### config.mk
export PLATFORM = sky130hd
export DESIGN_NAME = alu_param
export DESIGN_NICKNAME = d
export VERILOG_FILES = /design/src/rtl/alu_param.sv
export SDC_FILE = /design/constraint.sdc
export NUM_CORES = 1
export LEC_CHECK = 0
export CAP_MARGIN = 20
export CORE_MARGIN = 2
export CORE_UTILIZATION = 40
export DETAILED_ROUTE_END_ITERATION = 12
export GPL_TIMING_DRIVEN = 0
export PLACE_DENSITY_LB_ADDON = 0.05
export SLEW_MARGIN = 0
export SYNTH_ARGS = -nofsm -noshare
export SYNTH_HDL_FRONTEND = slang
export SYNTH_SLANG_ARGS = --single-unit
### constraint.sdc
create_clock -name Clock -period 5.3 [get_ports Clock]
set_input_delay 1.06 -clock Clock [delete_from_list [all_inputs] [get_ports Clock]]
set_output_delay 1.06 -clock Clock [all_outputs]
set_load 0.1 [all_outputs]
### src/rtl/alu_param.sv
// alu_param: registered ALU with per-accumulator {C,Z,N} flags and a
// conditional-branch evaluator. Shifts by more than one bit are done
// one bit per cycle in a SHIFT state, and the block is busy while they run.
//
// Handshake: a request is taken on a rising Clock edge where iValid=1 and
// oReady=1. iValid while oReady=0 is dropped, not queued. oValid is a
// one-cycle pulse that qualifies oAluData and oBranchTaken. oAluData holds
// its value between pulses. oBranchTaken is 0 whenever oValid is 0.
//
// Ports:
//   Clock, Reset   clock, asynchronous active-high reset
//   iValid         request qualifier
//   iOp            0 ADD, 1 SUB, 2 AND, 3 OR, 4 SHL, 5 SHR, 6 PASS, 7 BR
//   iAccSel        accumulator whose flags are written or tested
//   iCond          branch condition (0 always,1 Z,2 !Z,3 C,4 !C,5 N,6 !N,7 never)
//   iAluOper1/2    operands; iAluOper2[4:0] is the shift amount
//   oReady         1 when idle
//   oValid         result pulse
//   oAluData       registered result
//   oBranchTaken   registered branch decision
//   oFlags         {C,Z,N} of acc i at [3i+2:3i]
//   oDbgState      FSM state (0 IDLE, 1 SHIFT)
module alu_param #(
  parameter int DATA_W  = 8,
  parameter int NUM_ACC = 2,
  parameter int ACC_W   = 1
) (
  input  logic                 Clock,
  input  logic                 Reset,
  input  logic                 iValid,
  input  logic [2:0]           iOp,
  input  logic [ACC_W-1:0]     iAccSel,
  input  logic [2:0]           iCond,
  input  logic [DATA_W-1:0]    iAluOper1,
  input  logic [DATA_W-1:0]    iAluOper2,
  output logic                 oReady,
  output logic                 oValid,
  output logic [DATA_W-1:0]    oAluData,
  output logic                 oBranchTaken,
  output logic [3*NUM_ACC-1:0] oFlags,
  output logic                 oDbgState
);

  typedef enum logic {ST_IDLE = 1'b0, ST_SHIFT = 1'b1} state_t;

  localparam logic [2:0] OP_ADD  = 3'd0;
  localparam logic [2:0] OP_SUB  = 3'd1;
  localparam logic [2:0] OP_AND  = 3'd2;
  localparam logic [2:0] OP_OR   = 3'd3;
  localparam logic [2:0] OP_SHL  = 3'd4;
  localparam logic [2:0] OP_SHR  = 3'd5;
  localparam logic [2:0] OP_PASS = 3'd6;
  localparam logic [2:0] OP_BR   = 3'd7;

  state_t                 state_q, state_d;
  logic [4:0]             cnt_q, cnt_d;        // shift steps still to do
  logic [DATA_W-1:0]      sh_q, sh_d;          // partially shifted value
  logic                   sh_left_q, sh_left_d;
  logic [ACC_W-1:0]       sh_acc_q, sh_acc_d;
  logic                   valid_q, valid_d;
  logic                   br_q, br_d;
  logic [DATA_W-1:0]      data_q, data_d;
  logic [3*NUM_ACC-1:0]   flags_q, flags_d;

  logic [4:0]             shamt;
  logic [DATA_W:0]        sum;
  logic [DATA_W-1:0]      step;
  logic                   step_out;
  logic [2:0]             sel_flags;           // {C,Z,N} of iAccSel
  logic                   br_cond;
  logic                   wr_en;
  logic [ACC_W-1:0]       wr_sel;
  logic [DATA_W-1:0]      wr_res;
  logic                   wr_c;

  // Shift amount is the low 5 bits of operand 2; narrow widths zero-extend.
  if (DATA_W >= 5) begin : g_amt
    assign shamt = iAluOper2[4:0];
    if (DATA_W > 5) begin : g_unused
      logic unused_hi;
      assign unused_hi = ^iAluOper2[DATA_W-1:5];
    end
  end else begin : g_amt_narrow
    assign shamt = 5'(iAluOper2);
  end

  always_comb begin
    sel_flags = '0;
    for (int i = 0; i < NUM_ACC; i++) begin
      if (ACC_W'(i) == iAccSel) sel_flags = flags_q[3*i +: 3];
    end
    case (iCond)
      3'd0:    br_cond = 1'b1;
      3'd1:    br_cond = sel_flags[1];
      3'd2:    br_cond = !sel_flags[1];
      3'd3:    br_cond = sel_flags[2];
      3'd4:    br_cond = !sel_flags[2];
      3'd5:    br_cond = sel_flags[0];
      3'd6:    br_cond = !sel_flags[0];
      default: br_cond = 1'b0;
    endcase
  end

  always_comb begin
    state_d   = state_q;
    cnt_d     = cnt_q;
    sh_d      = sh_q;
    sh_left_d = sh_left_q;
    sh_acc_d  = sh_acc_q;
    valid_d   = 1'b0;
    br_d      = 1'b0;
    data_d    = data_q;
    flags_d   = flags_q;
    wr_en     = 1'b0;
    wr_sel    = iAccSel;
    wr_res    = '0;
    wr_c      = 1'b0;
    sum       = '0;
    step      = '0;
    step_out  = 1'b0;

    case (state_q)
      ST_IDLE: begin
        if (iValid) begin
          case (iOp)
            OP_ADD: begin
              sum    = {1'b0, iAluOper1} + {1'b0, iAluOper2};
              wr_en  = 1'b1;
              wr_res = sum[DATA_W-1:0];
              wr_c   = sum[DATA_W];
            end
            OP_SUB: begin
              wr_en  = 1'b1;
              wr_res = iAluOper1 - iAluOper2;
              wr_c   = (iAluOper1 < iAluOper2);
            end
            OP_AND, OP_OR, OP_PASS: begin
              wr_en  = 1'b1;
              wr_c   = sel_flags[2];
              wr_res = (iOp == OP_AND) ? (iAluOper1 & iAluOper2) :
                       (iOp == OP_OR)  ? (iAluOper1 | iAluOper2) : iAluOper1;
            end
            OP_SHL, OP_SHR: begin
              step     = (iOp == OP_SHL) ? (iAluOper1 << 1) : (iAluOper1 >> 1);
              step_out = (iOp == OP_SHL) ? iAluOper1[DATA_W-1] : iAluOper1[0];
              if (shamt == 5'd0) begin
                wr_en  = 1'b1;
                wr_res = iAluOper1;
                wr_c   = sel_flags[2];
              end else if (shamt == 5'd1) begin
                wr_en  = 1'b1;
                wr_res = step;
                wr_c   = step_out;
              end else begin
                // First step happens on the accepting edge; the rest in SHIFT.
                state_d   = ST_SHIFT;
                cnt_d     = shamt - 5'd1;
                sh_d      = step;
                sh_left_d = (iOp == OP_SHL);
                sh_acc_d  = iAccSel;
              end
            end
            default: begin
              valid_d = 1'b1;
              data_d  = '0;
              br_d    = br_cond;
            end
          endcase
        end
      end
      default: begin
        step     = sh_left_q ? (sh_q << 1) : (sh_q >> 1);
        step_out = sh_left_q ? sh_q[DATA_W-1] : sh_q[0];
        sh_d     = step;
        cnt_d    = cnt_q - 5'd1;
        if (cnt_q == 5'd1) begin
          state_d = ST_IDLE;
          wr_en   = 1'b1;
          wr_sel  = sh_acc_q;
          wr_res  = step;
          wr_c    = step_out;
        end
      end
    endcase

    if (wr_en) begin
      valid_d = 1'b1;
      data_d  = wr_res;
      for (int i = 0; i < NUM_ACC; i++) begin
        if (ACC_W'(i) == wr_sel)
          flags_d[3*i +: 3] = {wr_c, (wr_res == '0), wr_res[DATA_W-1]};
      end
    end
  end

  always_ff @(posedge Clock or posedge Reset) begin
    if (Reset) begin
      state_q   <= ST_IDLE;
      cnt_q     <= '0;
      sh_q      <= '0;
      sh_left_q <= 1'b0;
      sh_acc_q  <= '0;
      valid_q   <= 1'b0;
      br_q      <= 1'b0;
      data_q    <= '0;
      flags_q   <= '0;
    end else begin
      state_q   <= state_d;
      cnt_q     <= cnt_d;
      sh_q      <= sh_d;
      sh_left_q <= sh_left_d;
      sh_acc_q  <= sh_acc_d;
      valid_q   <= valid_d;
      br_q      <= br_d;
      data_q    <= data_d;
      flags_q   <= flags_d;
    end
  end

  assign oReady       = (state_q == ST_IDLE);
  assign oValid       = valid_q;
  assign oAluData     = data_q;
  assign oBranchTaken = br_q;
  assign oFlags       = flags_q;
  assign oDbgState    = state_q;

endmodule

==> impl_metrics.toml <==
[setup_path]
rr_startpoint = "cnt_q[0]$_DFFE_PP0P_"
r2r_slack_ns = 2.81
end_kind = "register"
crit_arrival_ns = 4.22
crit_fanout = 7
reg2reg_depth = 8
required_ns = 5.47
start_kind = "input pin"
timing.rr.end = "oFlags[1]$_DFFE_PP0P_"
worstSetupPathType = "in -> reg"

[yosys]
async_flop_share_pct = 100
syn_area_um2 = 3230
synth_common_cells = "38 x nand2_1, 32 x dfrtp_1, 31 x ha_1, 25 x inv_1, 24 x nor2_1"
synth-edff-count = 0
synthFlopType = "dfrtp_1"
yosys_warnings = 0
synth_nets = 444
yosysMostFrequentCell = "nand2_1"
synthTopCellsByArea = "dfrtp_1 25%, ha_1 12%, mux2i_1 7.1%"
synth_top_area_share_pct = 24.8
ys_seq_area_share_pct = 24.8
avgSynthCellArea_um2 = 8.39
yosysTopAreaCell = "dfrtp_1"
yosysUniqueCellTypes = 59
yosys_register_bits = 32
netlist_instances = 385

[pwr]
clockPowerShare_pct = 17.9
total_power_uw = 1430
p_sw_uw = 708
p_sw_share_pct = 49.5
leakagePower_uw = 0.00178
combPwrFrac_pct = 56.3
peakVddDrop_mv = 0.274
p_seq_share_pct = 25.9
p_int_uw = 724
powerDensity_nw_per_um2 = 365

[final_layout]
layout.nets = 493
drive_gt1_share_pct = 8.97
syn_to_final_growth_pct = 21.4
antenna_cells = 0

[sta]
worst_pin_slew_ns = 0.980
slew_headroom_pct = 34.5
rsz0062_at_grt = "false"
period_share_pct = 76.5
slew_viol_final = 0
fin_crit_ns = 4.05
skew_ns = 0.00461
hold_viol = 0
finalSetupViolations = 0
fmaxAchievable_mhz = 247
finalSetupTns_ns = 0

[worst_hold_path]
hp-class = "reg -> reg"
hold_depth = 2
min_to = "oAluData[2]$_DFFE_PP0P_"
holdCritStartpoint = "oAluData[2]$_DFFE_PP0P_"

[drt]
drt-wirelength-per-cell_um = 17.8
drcViolationCount = 0
drt_wl_total_um = 9540
drtAntennaViolNets = 0
firstDrtPassIters = 4
vias = 3145
first_iter_violations = 197
drt-vias-per-instance = 5.86

[cts]
numCtsBuffers = 5
post_cts_buffers = 0
post_cts_resized = 0
clock_path_buffers = 2
cts_tree = "yes"
clk_root_buffer_cell = "clkbuf_8"
clk_latency_ns = 0.28
clk_pin_slew_ns = 0.07
clkSinkCount = 32
h-tree-depth = 2
hold_buffers = 0

[placed_design]
gp_congestion = 0.969
io_buffers = 41
hpwl_um = 7350

[floorplanning]
fp.dieW_um = 93.9
die_y_um = 93.9
initial_utilization_pct = 41.6
io_pins = 44
core_um2 = 7770
rows = 32
dieArea_um2 = 8810

[global_route]
busiest_layer = "met2"
globalRouteMet2Util_pct = 36.1
overflow = 0
grt_usage_pct = 22.5
grt_use_met1_pct = 31.8
grt_max_degree = 24
antenna_found_initial = 0
grtUsageMet3_pct = 3.85
grt_pass1_vias = 2965
grt_pass1_wl_um = 15300

[flow_run]
drv_cap = 0

[run_status]
status = "completed"
==> placed cells by master (no fill, tap or decap), types with 13 or more instances in the layout <==
cell type / count
clkdlybuf4s50_1: 41
nand2_1: 38
dfrtp_1: 32
ha_1: 31
inv_1: 25
nor2_1: 24
mux2i_1: 23
o21ai_0: 21
a21oi_1: 18
mux2_2: 13
nand3_1: 13
==> registers in the layout, summed over array words and instances (netlist names) <==
name	flops
oBranchTaken	1
oDbgState	1
oFlags	6
oAluData	8
sh_q	8
oValid	1
cnt_q	5
sh_acc_q	1
sh_left_q	1
==> area by class of cell <==
| cell class | instances | area (µm²) |
|---|---|---|
| sequential | 32 | 801 |
| fill | 779 | 3850 |
| clock buffer | 7 | 96.3 |
| multi-input combinational | 306 | 2230 |
| clock inverter | 1 | 30.0 |
| tap | 102 | 128 |
| buffer | 22 | 109 |
| timing repair buffer | 42 | 438 |
| inverter | 25 | 93.8 |
==> metrics by stage <==
| step | utilization, % | setup WS, ns | area [µm²] | hold slack, ns | instances |
|---|---|---|---|---|---|
| after CTS | 50.5 | 1.29 | 3920 | 0.480 | 537 |
| after detailed placement | 48.9 | 0.997 | 3790 | 0.463 | 529 |
| after floorplan | - | 2.07 | 3230 | 0.480 | 385 |
| final | 50.5 | 1.25 | 3920 | 0.474 | 537 |
| after global placement | 48.5 | 0.952 | 3770 | 0.462 | 528 |
| after global routing | 50.5 | 1.14 | 3920 | 0.496 | 537 |
==> cell families after synthesis <==
kind of cell	count (synthesis)	share of synthesized area, %
compound gates	111	23.9
simple gates	120	18.5
buf+inv	47	6.28
xor+xnor	6	1.63
mux	36	11.7
fa+ha+maj	33	13.3
flops	32	24.8
==> power by group through the flow <==
stage	combinational, µW	sequential (µW)	clock (µW)
4_1_cts	807	371	264
6_report	806	370	256
3_5_place_dp	804	375	0
3_3_place_gp	796	374	0
2_1_floorplan	289	680	0
5_1_grt	857	383	274
==> worst max-delay path by stage <==
stage                       startpoint                     to  slack, ns  cells past startpoint
after floorplan           iAluOper1[1]  oFlags[0]$_DFFE_PP0P_       2.07                      9
after global placement    iAluOper1[1]  oFlags[0]$_DFFE_PP0P_       0.95                     10
after detailed placement  iAluOper1[1]  oFlags[0]$_DFFE_PP0P_        1.0                     10
after CTS                 iAluOper1[1]  oFlags[0]$_DFFE_PP0P_       1.29                     10
after global routing      iAluOper2[1]  sh_left_q$_DFFE_PP0P_       1.14                      7
final                     iAluOper1[1]  oFlags[0]$_DFFE_PP0P_       1.25                     10
==> routing by layer <==
metal,up-vias,share of wire [%]
met5,-,0
met1,1514,46
met2,120,46
met3,11,6.7
met4,0,1.3
li1,1500,-
==> critical path: stages <==
cell	delay (ns)
clkdlybuf4s50_1	0.68
inv_1	0.21
ha_1	0.36
a21o_1	0.20
a21o_1	0.21
a221o_1	0.32
a21oi_1	0.22
nor4_1	0.06
or4b_1	0.59
mux2_2	0.30
Note: power is estimated with default switching activity, not from simulation.
